<file path="config.mk">
export PLATFORM = sky130hd
export DESIGN_NAME = imem_dmem_arbiter_flat
export DESIGN_NICKNAME = d
export VERILOG_FILES = /design/src/rtl/imem_dmem_arbiter_pkg.sv /design/src/rtl/imem_dmem_arbiter_if.sv /design/src/rtl/imem_dmem_arb_prio.sv /design/src/rtl/imem_dmem_arbiter.sv /design/src/flat_wrapper.sv
export SDC_FILE = /design/constraint.sdc
export NUM_CORES = 1
export LEC_CHECK = 0
export CAP_MARGIN = 20
export CORE_UTILIZATION = 25
export CTS_CLUSTER_DIAMETER = 100
export DETAILED_ROUTE_END_ITERATION = 12
export GPL_ROUTABILITY_DRIVEN = 0
export PLACE_DENSITY = 0.64
export SETUP_SLACK_MARGIN = 0.3
export SLEW_MARGIN = 20
export SYNTH_ARGS = -nofsm -noshare
export SYNTH_HDL_FRONTEND = slang
export SYNTH_SLANG_ARGS = --single-unit
</file>
<file path="constraint.sdc">
create_clock -name clk -period 2.73 [get_ports clk]
set_input_delay 0.273 -clock clk [delete_from_list [all_inputs] [get_ports clk]]
set_output_delay 0.273 -clock clk [all_outputs]
set_load 0.01 [all_outputs]
</file>
<file path="src/rtl/imem_dmem_arbiter_pkg.sv">
// Shared constants for the unified instruction/data memory arbiter:
// response-state encoding, default bus widths and counter widths.
// Optional statistics counters are enabled with the ARB_STATS_EN macro.
package imem_dmem_arbiter_pkg;

  localparam int DEF_AW = 8;
  localparam int DEF_DW = 32;
  localparam int WAIT_W = 4;
  localparam int STAT_W = 16;

  // Owner of the read whose data appears on mem_rdata this cycle
  localparam logic [1:0] ST_IDLE = 2'd0;
  localparam logic [1:0] ST_RD_I = 2'd1;
  localparam logic [1:0] ST_RD_D = 2'd2;

  // Saturating increment for the statistics counters
  function automatic logic [STAT_W-1:0] stat_sat_inc(input logic [STAT_W-1:0] v);
    return (v == {STAT_W{1'b1}}) ? v : v + 1'b1;
  endfunction

endpackage

</file>
<file path="src/rtl/imem_dmem_arbiter_if.sv">
// Bus bundle for the arbiter: fetch port, load/store port and RAM port.
// slave = arbiter side, master = core + RAM side.
interface imem_dmem_arbiter_if
  import imem_dmem_arbiter_pkg::*;
#(
  parameter int AW = DEF_AW,
  parameter int DW = DEF_DW
);
  logic          i_req;
  logic [AW-1:0] i_addr;
  logic          i_gnt;
  logic          i_rvalid;
  logic [DW-1:0] i_rdata;

  logic          d_req;
  logic          d_we;
  logic [AW-1:0] d_addr;
  logic [DW-1:0] d_wdata;
  logic          d_gnt;
  logic          d_rvalid;
  logic [DW-1:0] d_rdata;

  logic          mem_en;
  logic          mem_we;
  logic [AW-1:0] mem_addr;
  logic [DW-1:0] mem_wdata;
  logic [DW-1:0] mem_rdata;

  modport slave (
    input  i_req, i_addr, d_req, d_we, d_addr, d_wdata, mem_rdata,
    output i_gnt, i_rvalid, i_rdata, d_gnt, d_rvalid, d_rdata,
           mem_en, mem_we, mem_addr, mem_wdata
  );

  modport master (
    output i_req, i_addr, d_req, d_we, d_addr, d_wdata, mem_rdata,
    input  i_gnt, i_rvalid, i_rdata, d_gnt, d_rvalid, d_rdata,
           mem_en, mem_we, mem_addr, mem_wdata
  );
endinterface

</file>
<file path="src/rtl/imem_dmem_arb_prio.sv">
// Combinational grant selector: data wins a conflict unless the fetch
// side has been starved long enough, in which case fetch is forced.
module imem_dmem_arb_prio (
  input  logic i_req,
  input  logic d_req,
  input  logic starve,
  output logic i_gnt,
  output logic d_gnt
);

  // One winner per cycle; at most one of the grants is high
  always_comb begin
    i_gnt = i_req & (~d_req | starve);
    d_gnt = d_req & ~(i_req & starve);
  end

endmodule

</file>
<file path="src/rtl/imem_dmem_arbiter.sv">
// Shares one single-port synchronous RAM between instruction fetch and
// load/store. Grants are combinational; read data returns one cycle
// after the grant and is steered to the owner recorded at grant time.
// Optional: define ARB_STATS_EN for conflict / forced-grant counters.
module imem_dmem_arbiter
  import imem_dmem_arbiter_pkg::*;
#(
  parameter int AW       = DEF_AW,
  parameter int DW       = DEF_DW,
  parameter int MAX_WAIT = 3
) (
  input  logic                 clk,
  input  logic                 rst,
  imem_dmem_arbiter_if.slave   bus
`ifdef ARB_STATS_EN
  ,
  output logic [STAT_W-1:0]    stat_conflicts,
  output logic [STAT_W-1:0]    stat_forced
`endif
);

  localparam logic [WAIT_W-1:0] MAX_WAIT_C = WAIT_W'(MAX_WAIT);

  logic              w_i_req;
  logic              w_d_req;
  logic              w_starve;
  logic              w_i_gnt;
  logic              w_d_gnt;
  logic [1:0]        w_state_next;
  logic [1:0]        r_state;
  logic [WAIT_W-1:0] r_wait_cnt;
  logic [DW-1:0]     r_i_rdata;
  logic [DW-1:0]     r_d_rdata;

  // Requests are masked during reset so every output reads zero
  assign w_i_req  = bus.i_req & ~rst;
  assign w_d_req  = bus.d_req & ~rst;
  assign w_starve = (r_wait_cnt == MAX_WAIT_C);

  imem_dmem_arb_prio u_prio (
    .i_req  (w_i_req),
    .d_req  (w_d_req),
    .starve (w_starve),
    .i_gnt  (w_i_gnt),
    .d_gnt  (w_d_gnt)
  );

  assign bus.i_gnt     = w_i_gnt;
  assign bus.d_gnt     = w_d_gnt;
  assign bus.mem_en    = w_i_gnt | w_d_gnt;
  assign bus.mem_we    = w_d_gnt & bus.d_we;
  assign bus.mem_addr  = w_i_gnt ? bus.i_addr : (w_d_gnt ? bus.d_addr : '0);
  assign bus.mem_wdata = (w_d_gnt & bus.d_we) ? bus.d_wdata : '0;

  // Record which port owns the data that the RAM returns next cycle
  always_comb begin
    w_state_next = ST_IDLE;
    if (w_i_gnt)
      w_state_next = ST_RD_I;
    else if (w_d_gnt && !bus.d_we)
      w_state_next = ST_RD_D;
  end

  // Response owner register; reset drops any in-flight response
  always_ff @(posedge clk or posedge rst) begin
    if (rst)
      r_state <= ST_IDLE;
    else
      r_state <= w_state_next;
  end

  // Count consecutive denied fetch cycles, saturating at MAX_WAIT
  always_ff @(posedge clk or posedge rst) begin
    if (rst)
      r_wait_cnt <= '0;
    else if (w_i_req && !w_i_gnt) begin
      if (r_wait_cnt != MAX_WAIT_C)
        r_wait_cnt <= r_wait_cnt + 1'b1;
    end else
      r_wait_cnt <= '0;
  end

  // Capture returned data so the non-owner output holds its last value
  always_ff @(posedge clk or posedge rst) begin
    if (rst) begin
      r_i_rdata <= '0;
      r_d_rdata <= '0;
    end else begin
      if (r_state == ST_RD_I)
        r_i_rdata <= bus.mem_rdata;
      if (r_state == ST_RD_D)
        r_d_rdata <= bus.mem_rdata;
    end
  end

  assign bus.i_rvalid = (r_state == ST_RD_I);
  assign bus.d_rvalid = (r_state == ST_RD_D);
  assign bus.i_rdata  = bus.i_rvalid ? bus.mem_rdata : r_i_rdata;
  assign bus.d_rdata  = bus.d_rvalid ? bus.mem_rdata : r_d_rdata;

`ifdef ARB_STATS_EN
  logic [STAT_W-1:0] r_stat_conflicts;
  logic [STAT_W-1:0] r_stat_forced;

  // Conflict cycles and starvation-forced fetch grants, saturating
  always_ff @(posedge clk or posedge rst) begin
    if (rst) begin
      r_stat_conflicts <= '0;
      r_stat_forced    <= '0;
    end else begin
      if (w_i_req && w_d_req)
        r_stat_conflicts <= stat_sat_inc(r_stat_conflicts);
      if (w_i_gnt && w_d_req)
        r_stat_forced <= stat_sat_inc(r_stat_forced);
    end
  end

  assign stat_conflicts = r_stat_conflicts;
  assign stat_forced    = r_stat_forced;
`endif

endmodule
</file>
<file path="src/flat_wrapper.sv">
// flat-port wrapper written by rule: the top's interface ports become plain ports
module imem_dmem_arbiter_flat import imem_dmem_arbiter_pkg::*;
#(
  parameter int AW       = DEF_AW,
  parameter int DW       = DEF_DW,
  parameter int MAX_WAIT = 3
)
  (clk, rst, bus_i_req, bus_i_addr, bus_d_req, bus_d_we, bus_d_addr, bus_d_wdata, bus_mem_rdata, bus_i_gnt, bus_i_rvalid, bus_i_rdata, bus_d_gnt, bus_d_rvalid, bus_d_rdata, bus_mem_en, bus_mem_we, bus_mem_addr, bus_mem_wdata);
  imem_dmem_arbiter_if #(.AW(AW), .DW(DW)) bus_i ();
  input  logic clk;
  input  logic rst;
  input wire logic [$bits(bus_i.i_req)-1:0] bus_i_req;
  input wire logic [$bits(bus_i.i_addr)-1:0] bus_i_addr;
  input wire logic [$bits(bus_i.d_req)-1:0] bus_d_req;
  input wire logic [$bits(bus_i.d_we)-1:0] bus_d_we;
  input wire logic [$bits(bus_i.d_addr)-1:0] bus_d_addr;
  input wire logic [$bits(bus_i.d_wdata)-1:0] bus_d_wdata;
  input wire logic [$bits(bus_i.mem_rdata)-1:0] bus_mem_rdata;
  output wire logic [$bits(bus_i.i_gnt)-1:0] bus_i_gnt;
  output wire logic [$bits(bus_i.i_rvalid)-1:0] bus_i_rvalid;
  output wire logic [$bits(bus_i.i_rdata)-1:0] bus_i_rdata;
  output wire logic [$bits(bus_i.d_gnt)-1:0] bus_d_gnt;
  output wire logic [$bits(bus_i.d_rvalid)-1:0] bus_d_rvalid;
  output wire logic [$bits(bus_i.d_rdata)-1:0] bus_d_rdata;
  output wire logic [$bits(bus_i.mem_en)-1:0] bus_mem_en;
  output wire logic [$bits(bus_i.mem_we)-1:0] bus_mem_we;
  output wire logic [$bits(bus_i.mem_addr)-1:0] bus_mem_addr;
  output wire logic [$bits(bus_i.mem_wdata)-1:0] bus_mem_wdata;
  assign bus_i.i_req = bus_i_req;
  assign bus_i.i_addr = bus_i_addr;
  assign bus_i.d_req = bus_d_req;
  assign bus_i.d_we = bus_d_we;
  assign bus_i.d_addr = bus_d_addr;
  assign bus_i.d_wdata = bus_d_wdata;
  assign bus_i.mem_rdata = bus_mem_rdata;
  assign bus_i_gnt = bus_i.i_gnt;
  assign bus_i_rvalid = bus_i.i_rvalid;
  assign bus_i_rdata = bus_i.i_rdata;
  assign bus_d_gnt = bus_i.d_gnt;
  assign bus_d_rvalid = bus_i.d_rvalid;
  assign bus_d_rdata = bus_i.d_rdata;
  assign bus_mem_en = bus_i.mem_en;
  assign bus_mem_we = bus_i.mem_we;
  assign bus_mem_addr = bus_i.mem_addr;
  assign bus_mem_wdata = bus_i.mem_wdata;
  imem_dmem_arbiter #(.AW(AW), .DW(DW), .MAX_WAIT(MAX_WAIT)) u_core (.clk(clk), .rst(rst), .bus(bus_i));
endmodule
</file>
* Word level (Yosys, flattened, before mapping)
Index checks and enable logic that the tools add are counted.
** Operators by class
- Add/subtract/negate cells :: 1
- Multipliers :: 0
- Div/mod/pow operators :: 0
- $lt $le $gt $ge :: 0
- Equality and inequality tests :: 5
- Shifts and indexed selects :: 0
- Multiplexer cells :: 9
- Bitwise gates (word level) :: 11
- Reduce and logical (&&, ||, !) cells :: 4
** Operators by type and width (number)
- two-way mux 32 bit :: 3
- two-way mux 8 bit :: 2
- two-way mux 4 bit :: 2
- AND 1 bit :: 6
- adder 4 x 1 -> 4 bit, second input constant :: 1
- equality test 4 x 2 -> 1 bit, second input constant :: 1
- two-way mux 2 bit :: 2
- != test 4 x 2 -> 1 bit, second input constant :: 1
- inverter 1 bit :: 3
- equality test 2 x 1 -> 1 bit, second input constant :: 1
- equality test 2 bit, second input constant :: 1
- logical AND 1 bit :: 2
- zero test 1 bit :: 2
- != test 2 bit, second input constant :: 1
- bitwise OR 1 bit :: 2
** Storage, ports and cells
- Bits in registers :: 70
- Latch bits :: 0
- Bits in writable memories :: 0
- ROM bits :: 0
- Input bits :: 85
- Output and inout port bits :: 110
- Memories :: 0

* Depth between registers and ports, before layout
- Depth in word-level cells :: 8
- Depth in mapped cells :: 5

* By module
A second synthesis with hierarchy kept.
** Second synthesis, totals
- Cell total of the unflattened synthesis :: 215
- Area total of the unflattened synthesis :: 3301.9 um2
** By module, submodules not included
- imem_dmem_arbiter :: instances 1, cells each 212, area an instance 3283.1 um2, seq. area each 1751.7 um2
- imem_dmem_arb_prio :: instances 1, cells each 3, area an instance 18.8 um2, seq. area each 0.0 um2

* Worst setup path before layout
Ideal clock, no wire load.
- Kind :: input port to flip-flop
- Start point :: in rst
- End point :: reg u_core.r_wait_cnt[2]
- Setup time :: 0.082 ns
- Arrival :: 2.298 ns
- Slack :: 0.350 ns
- Stages :: 3
- Path buffers :: 0
- Path through :: inv_1 nand4_1 nor2_1
** On the way
- Word-level cells in the longest chain between the ends :: 8
- Elaborated cells on any way between the ends :: 10
** RTL lines
- from (decl) :: RTL line flat_wrapper.sv:11 : input logic rst;
- inverter 1 bit * :: RTL line imem_dmem_arbiter.sv:36, imem_dmem_arbiter.sv:37
- AND 1 bit :: RTL line imem_dmem_arbiter.sv:37 : assign w_d_req = bus.d_req & ~rst;
- inverter 1 bit :: RTL line imem_dmem_arb_prio.sv:13 : i_gnt = i_req & (~d_req | starve);
- bitwise OR 1 bit :: RTL line imem_dmem_arb_prio.sv:13
- AND 1 bit :: RTL line imem_dmem_arb_prio.sv:13
- zero test 1 bit :: RTL line imem_dmem_arbiter.sv:76 : else if (w_i_req && !w_i_gnt) begin
- logical AND 1 bit * :: RTL line imem_dmem_arbiter.sv:76
- != test 2 bit (no source line) or two-way mux 4 bit (tied branches)
- to (signal assigned) :: RTL line imem_dmem_arbiter.sv:78 : r_wait_cnt <= r_wait_cnt + 1'b1;
- to (decl) :: RTL line imem_dmem_arbiter.sv:31 : logic [WAIT_W-1:0] r_wait_cnt;
Every way passes the cells marked *; elsewhere a longest branch is shown, timed or not.
A chain may end at the register's enable or synchronous reset.

* Worst setup path after layout
- Start point :: reg u_core.r_wait_cnt[0]
- End point :: out bus_mem_addr[2]
** On the way
- Word-level cells in the longest chain between the ends :: 6
- Elaborated cells on any way between the ends :: 8
** RTL lines
- equality test 4 x 2 -> 1 bit * :: RTL line imem_dmem_arbiter.sv:38 : assign w_starve = (r_wait_cnt == MAX_WAIT_C);
- AND 1 bit :: RTL line imem_dmem_arb_prio.sv:14 : d_gnt = d_req & ~(i_req & starve);
- inverter 1 bit :: RTL line imem_dmem_arb_prio.sv:14
- AND 1 bit :: RTL line imem_dmem_arb_prio.sv:14
- two-way mux 8 bit :: RTL line imem_dmem_arbiter.sv:52 : assign bus.mem_addr = w_i_gnt ? bus.i_addr : (w_d_gnt ? bus.d_addr : '0);
- two-way mux 8 bit * :: RTL line imem_dmem_arbiter.sv:52
- to (decl) :: RTL line flat_wrapper.sv:27 : output wire logic [$bits(bus_i.mem_addr)-1:0] bus_mem_addr;
Marked as above.

==> load_flow_metrics.sql <==
INSERT INTO impl_metrics (metric_group, metric, value, unit) VALUES
('run_status', 'result_of_the_run', 'complete, but fails checks', ''),
('run_status', 'violations', 'design-rule violations', ''),
('layout', 'final_core_utilization', '0.492', ''),
('detailed_routing', 'drt-total-wl', '8.89', 'mm'),
('synthesis', 'synth_top_area_frac', '0.585', ''),
('layout', 'layout.cells.most_common', 'sky130_fd_sc_hd__clkdlybuf4s50_1', ''),
('sta', 'timing.setup.tns', '0', 'ps'),
('sta', 'max_freq', '0.430', 'GHz'),
('synthesis', 'ys_ff_latch', '70', ''),
('layout', 'drive_gt1_frac', '0.247', ''),
('synthesis', 'syn_area', '2990', 'um2'),
('layout', 'insertedDiodeCount', '0', ''),
('worst_setup_path', 'critical_path_required', '2460', 'ps'),
('placed_design', 'portBuffers', '194', ''),
('sta', 'fin_skew', '4.11', 'ps'),
('power_and_ir_drop', 'leakagePower', '2.93', 'nW'),
('floorplan', 'design.portCount', '195', ''),
('worst_setup_path', 'timing_worst_setup_path_type', 'reg2out', ''),
('power_and_ir_drop', 'pwr_density_cell', '644', 'nW/um2'),
('worst_setup_path', 'critPathCaptureType', 'output pin', ''),
('worst_setup_path', 'critical_path.cell_chain', 'ha_2 -> or3b_4 -> a21oi_4 -> buf_12 -> a22o_1 -> dlygate4sd2_1', ''),
('global_route', 'grt_first_pass_wirelength', '13.7', 'mm'),
('clock_network', 'root_buffer', 'sky130_fd_sc_hd__clkbuf_16', ''),
('worst_setup_path', 'cp_top_family', 'buffers and inverters', ''),
('synthesis', 'netlist_top_cells_area', 'sky130_fd_sc_hd__dfrtp_1 (59%), sky130_fd_sc_hd__mux2_2 (24%), sky130_fd_sc_hd__and2_1 (6.9%), sky130_fd_sc_hd__a22o_1 (2.3%), sky130_fd_sc_hd__buf_2 (1.2%)', ''),
('worst_setup_path', 'cp_slowest_stage_delay', '410', 'ps'),
('worst_setup_path', 'worst_setup_path_start_kind', 'flip-flop', ''),
('clock_network', 'cts_max_level', '3', ''),
('clock_network', 'numCtsBuffers', '9', ''),
('worst_setup_path', 'crit_arrival', '2050', 'ps'),
('detailed_routing', 'count_of_antenna_violating_nets_left_after_detailed_routing', '0', ''),
('synthesis', 'synth_top_area_cell', 'sky130_fd_sc_hd__dfrtp_1', ''),
('synthesis', 'yosys.cell_types.count', '21', ''),
('sta', 'hold_violations', '0', ''),
('synthesis', 'avgSynthCellArea', '14.3', 'um2'),
('floorplan', 'die_height', '111', 'um'),
('sta', 'setup_violations', '0', ''),
('power_and_ir_drop', 'worst_ir_drop_vdd', '394', 'uV'),
('global_route', 'globalRoute.totalOverflow', '0', ''),
('layout', 'final_net_count', '506', ''),
('sta', 'slew_violations', '0', ''),
('clock_network', 'clkSinkCount', '70', ''),
('worst_hold_path', 'min-delay-path-class', 'reg2reg', ''),
('floorplan', 'start_util', '0.259', ''),
('synthesis', 'synthesis.yosys.warnings', '0', ''),
('sta', 'max-slew-margin-rel', '0.693', ''),
('global_route', 'grt_start_max_net_pins', '37', ''),
('sta', 'period_needed', '2330', 'ps'),
('global_route', 'grtUsageTotal', '0.142', ''),
('placed_design', 'place.detailed.hpwl', '6.50', 'mm'),
('detailed_routing', 'drt_first_pass_iters', '8', ''),
('sta', 'finalCritPeriodShare', '0.852', ''),
('layout', 'area_growth_syn_to_layout', '89.8', '%'),
('clock_network', 'cts_tree', 'built', ''),
('clock_network', 'worstSkewPairLatency', '330', 'ps'),
('detailed_routing', 'drt_iter0_markers', '74', ''),
('clock_network', 'clk_pin_slew', '60', 'ps'),
('floorplan', 'placeableCoreArea', '11600', 'um2'),
('synthesis', 'synth.net_count', '296', ''),
('sta', 'rsz0062_at_grt', 'no', ''),
('synthesis', 'syn-instance-count', '210', ''),
('layout', 'mostFrequentLayoutCells', 'sky130_fd_sc_hd__clkdlybuf4s50_1 (152), sky130_fd_sc_hd__dfrtp_1 (70), sky130_fd_sc_hd__mux2_2 (64)', ''),
('worst_setup_path', 'reg2reg_setup_slack', '1390', 'ps'),
('flow_run', 'max-cap-violations', '0', ''),
('synthesis', 'synth-seq-area-share', '0.585', ''),
('detailed_routing', 'post-route-drc-count', '8', ''),
('clock_network', 'ctsLongestPathBuffers', '2', ''),
('sta', 'worstMarginPinSlew', '460', 'ps'),
('floorplan', 'floorplan.die_area', '12400', 'um2'),
('global_route', 'grt_antenna_before_repair', '0', ''),
('worst_setup_path', 'worst_path_max_delay_cell', 'sky130_fd_sc_hd__or3b_4', ''),
('floorplan', 'die_width', '111', 'um'),
('detailed_routing', 'detailroute.via_count', '2409', ''),
('global_route', 'first_global_vias', '2581', ''),
('worst_setup_path', 'worstPathMaxFanout', '10', ''),
('floorplan', 'placement_rows', '39', ''),
('detailed_routing', 'route.detailed.vias_per_inst', '4.24', ''),
('detailed_routing', 'post_drt_wl_per_cell', '15.6', 'um'),
('worst_setup_path', 'buf_inv_stages_crit_path', '2', '');
## timing repair
| item | 4_1_cts | 5_1_grt |
|---|---|---|
| setup endpoints to repair | 62 | 60 |
| gates resized for setup | 9 | 39 |
| setup buffers | 1 | 7 |
| pin swaps | 1 | 1 |
| gates cloned | 0 | 2 |
| hold buffers | 0 | 0 |
## power breakdown
group	internal, mW	total, mW	leakage [nW]	switching (mW)
combinational	0.651	1.04	1.93	0.389
sequential	1.23	1.28	0.834	0.0452
clock	0.896	1.34	0.166	0.448
## stage by stage
stage                     hold WS [ps]  cells  cell area [um2]  power [mW]  setup WS [ps]
final                              464    568             5680        3.66            403
after global routing               477    568             5680        3.85            327
after CTS                          460    559             5490        3.72            105
after detailed placement           453    542             5120        2.34            256
after global placement             450    542             5120        2.32            307
after floorplan                    401    210             2990        1.70            350
## cell type report
| cell class | count | area [um2] |
|---|---|---|
| Clock inverter | 7 | 120 |
| Inverter | 4 | 15.0 |
| Fill cell | 1063 | 5880 |
| Timing Repair Buffer | 210 | 2210 |
| Clock buffer | 9 | 225 |
| Sequential cell | 70 | 1750 |
| Multi-Input combinational cell | 125 | 1190 |
| Tap cell | 143 | 179 |
## registers in the layout, summed over array words and instances (netlist names)
| register | count |
|---|---|
| u_core.r_d_rdata | 32 |
| u_core.r_i_rdata | 32 |
| u_core.r_state | 2 |
| u_core.r_wait_cnt | 4 |
## Yosys cell counts (all sizes together)
library cell  number
a211oi             1
a21oi              2
a22o               8
and2              33
buf               10
clkbuf             1
dfrtp             70
ha                 1
inv                4
mux2              64
nand2b             3
nand3              1
nand4              1
nor2               6
nor2b              1
nor3b              1
or3b               1
xnor2              1
xor2               1
## path summary, 6_finish.rpt
| check | from | endpoint | cells past startpoint |
|---|---|---|---|
| setup / recovery | u_core.r_wait_cnt[0]$_DFFE_PP0P_ | bus_mem_addr[2] | 6 |
| hold / removal | u_core.r_wait_cnt[0]$_DFFE_PP0P_ | u_core.r_wait_cnt[0]$_DFFE_PP0P_ | 1 |
| setup reg to reg | u_core.r_wait_cnt[0]$_DFFE_PP0P_ | u_core.r_wait_cnt[2]$_DFFE_PP0P_ | 4 |
| hold reg to reg | u_core.r_wait_cnt[0]$_DFFE_PP0P_ | u_core.r_wait_cnt[0]$_DFFE_PP0P_ | 1 |
| max in group asynchronous | rst | u_core.r_i_rdata[9]$_DFF_PP0_ | 3 |
| min in group asynchronous | rst | u_core.r_d_rdata[31]$_DFF_PP0_ | 3 |
## layer usage
| layer | vias up | routed length (um) | GRT usage | part of all wire |
|---|---|---|---|---|
| li1 | 1139 | - | - | - |
| met1 | 1176 | 3630 | 0.171 | 0.41 |
| met2 | 84 | 4610 | 0.240 | 0.52 |
| met3 | 10 | 534 | 0.0490 | 0.060 |
| met4 | 0 | 116 | 0.0441 | 0.013 |
| met5 | - | 0 | 0 | 0 |
## logic make-up after synthesis
| group | Yosys count | share of synthesized area |
|---|---|---|
| adders and majority gates | 1 | 0.00418 |
| AOI/OAI and AO/OA | 11 | 0.0384 |
| DFF | 70 | 0.585 |
| and+or+nand+nor | 47 | 0.0965 |
| xor gates and xnor gates | 2 | 0.00585 |
| buffers and inverters | 15 | 0.0292 |
| muxes | 64 | 0.241 |
No activity file was read; power rests on OpenSTA's default activity.
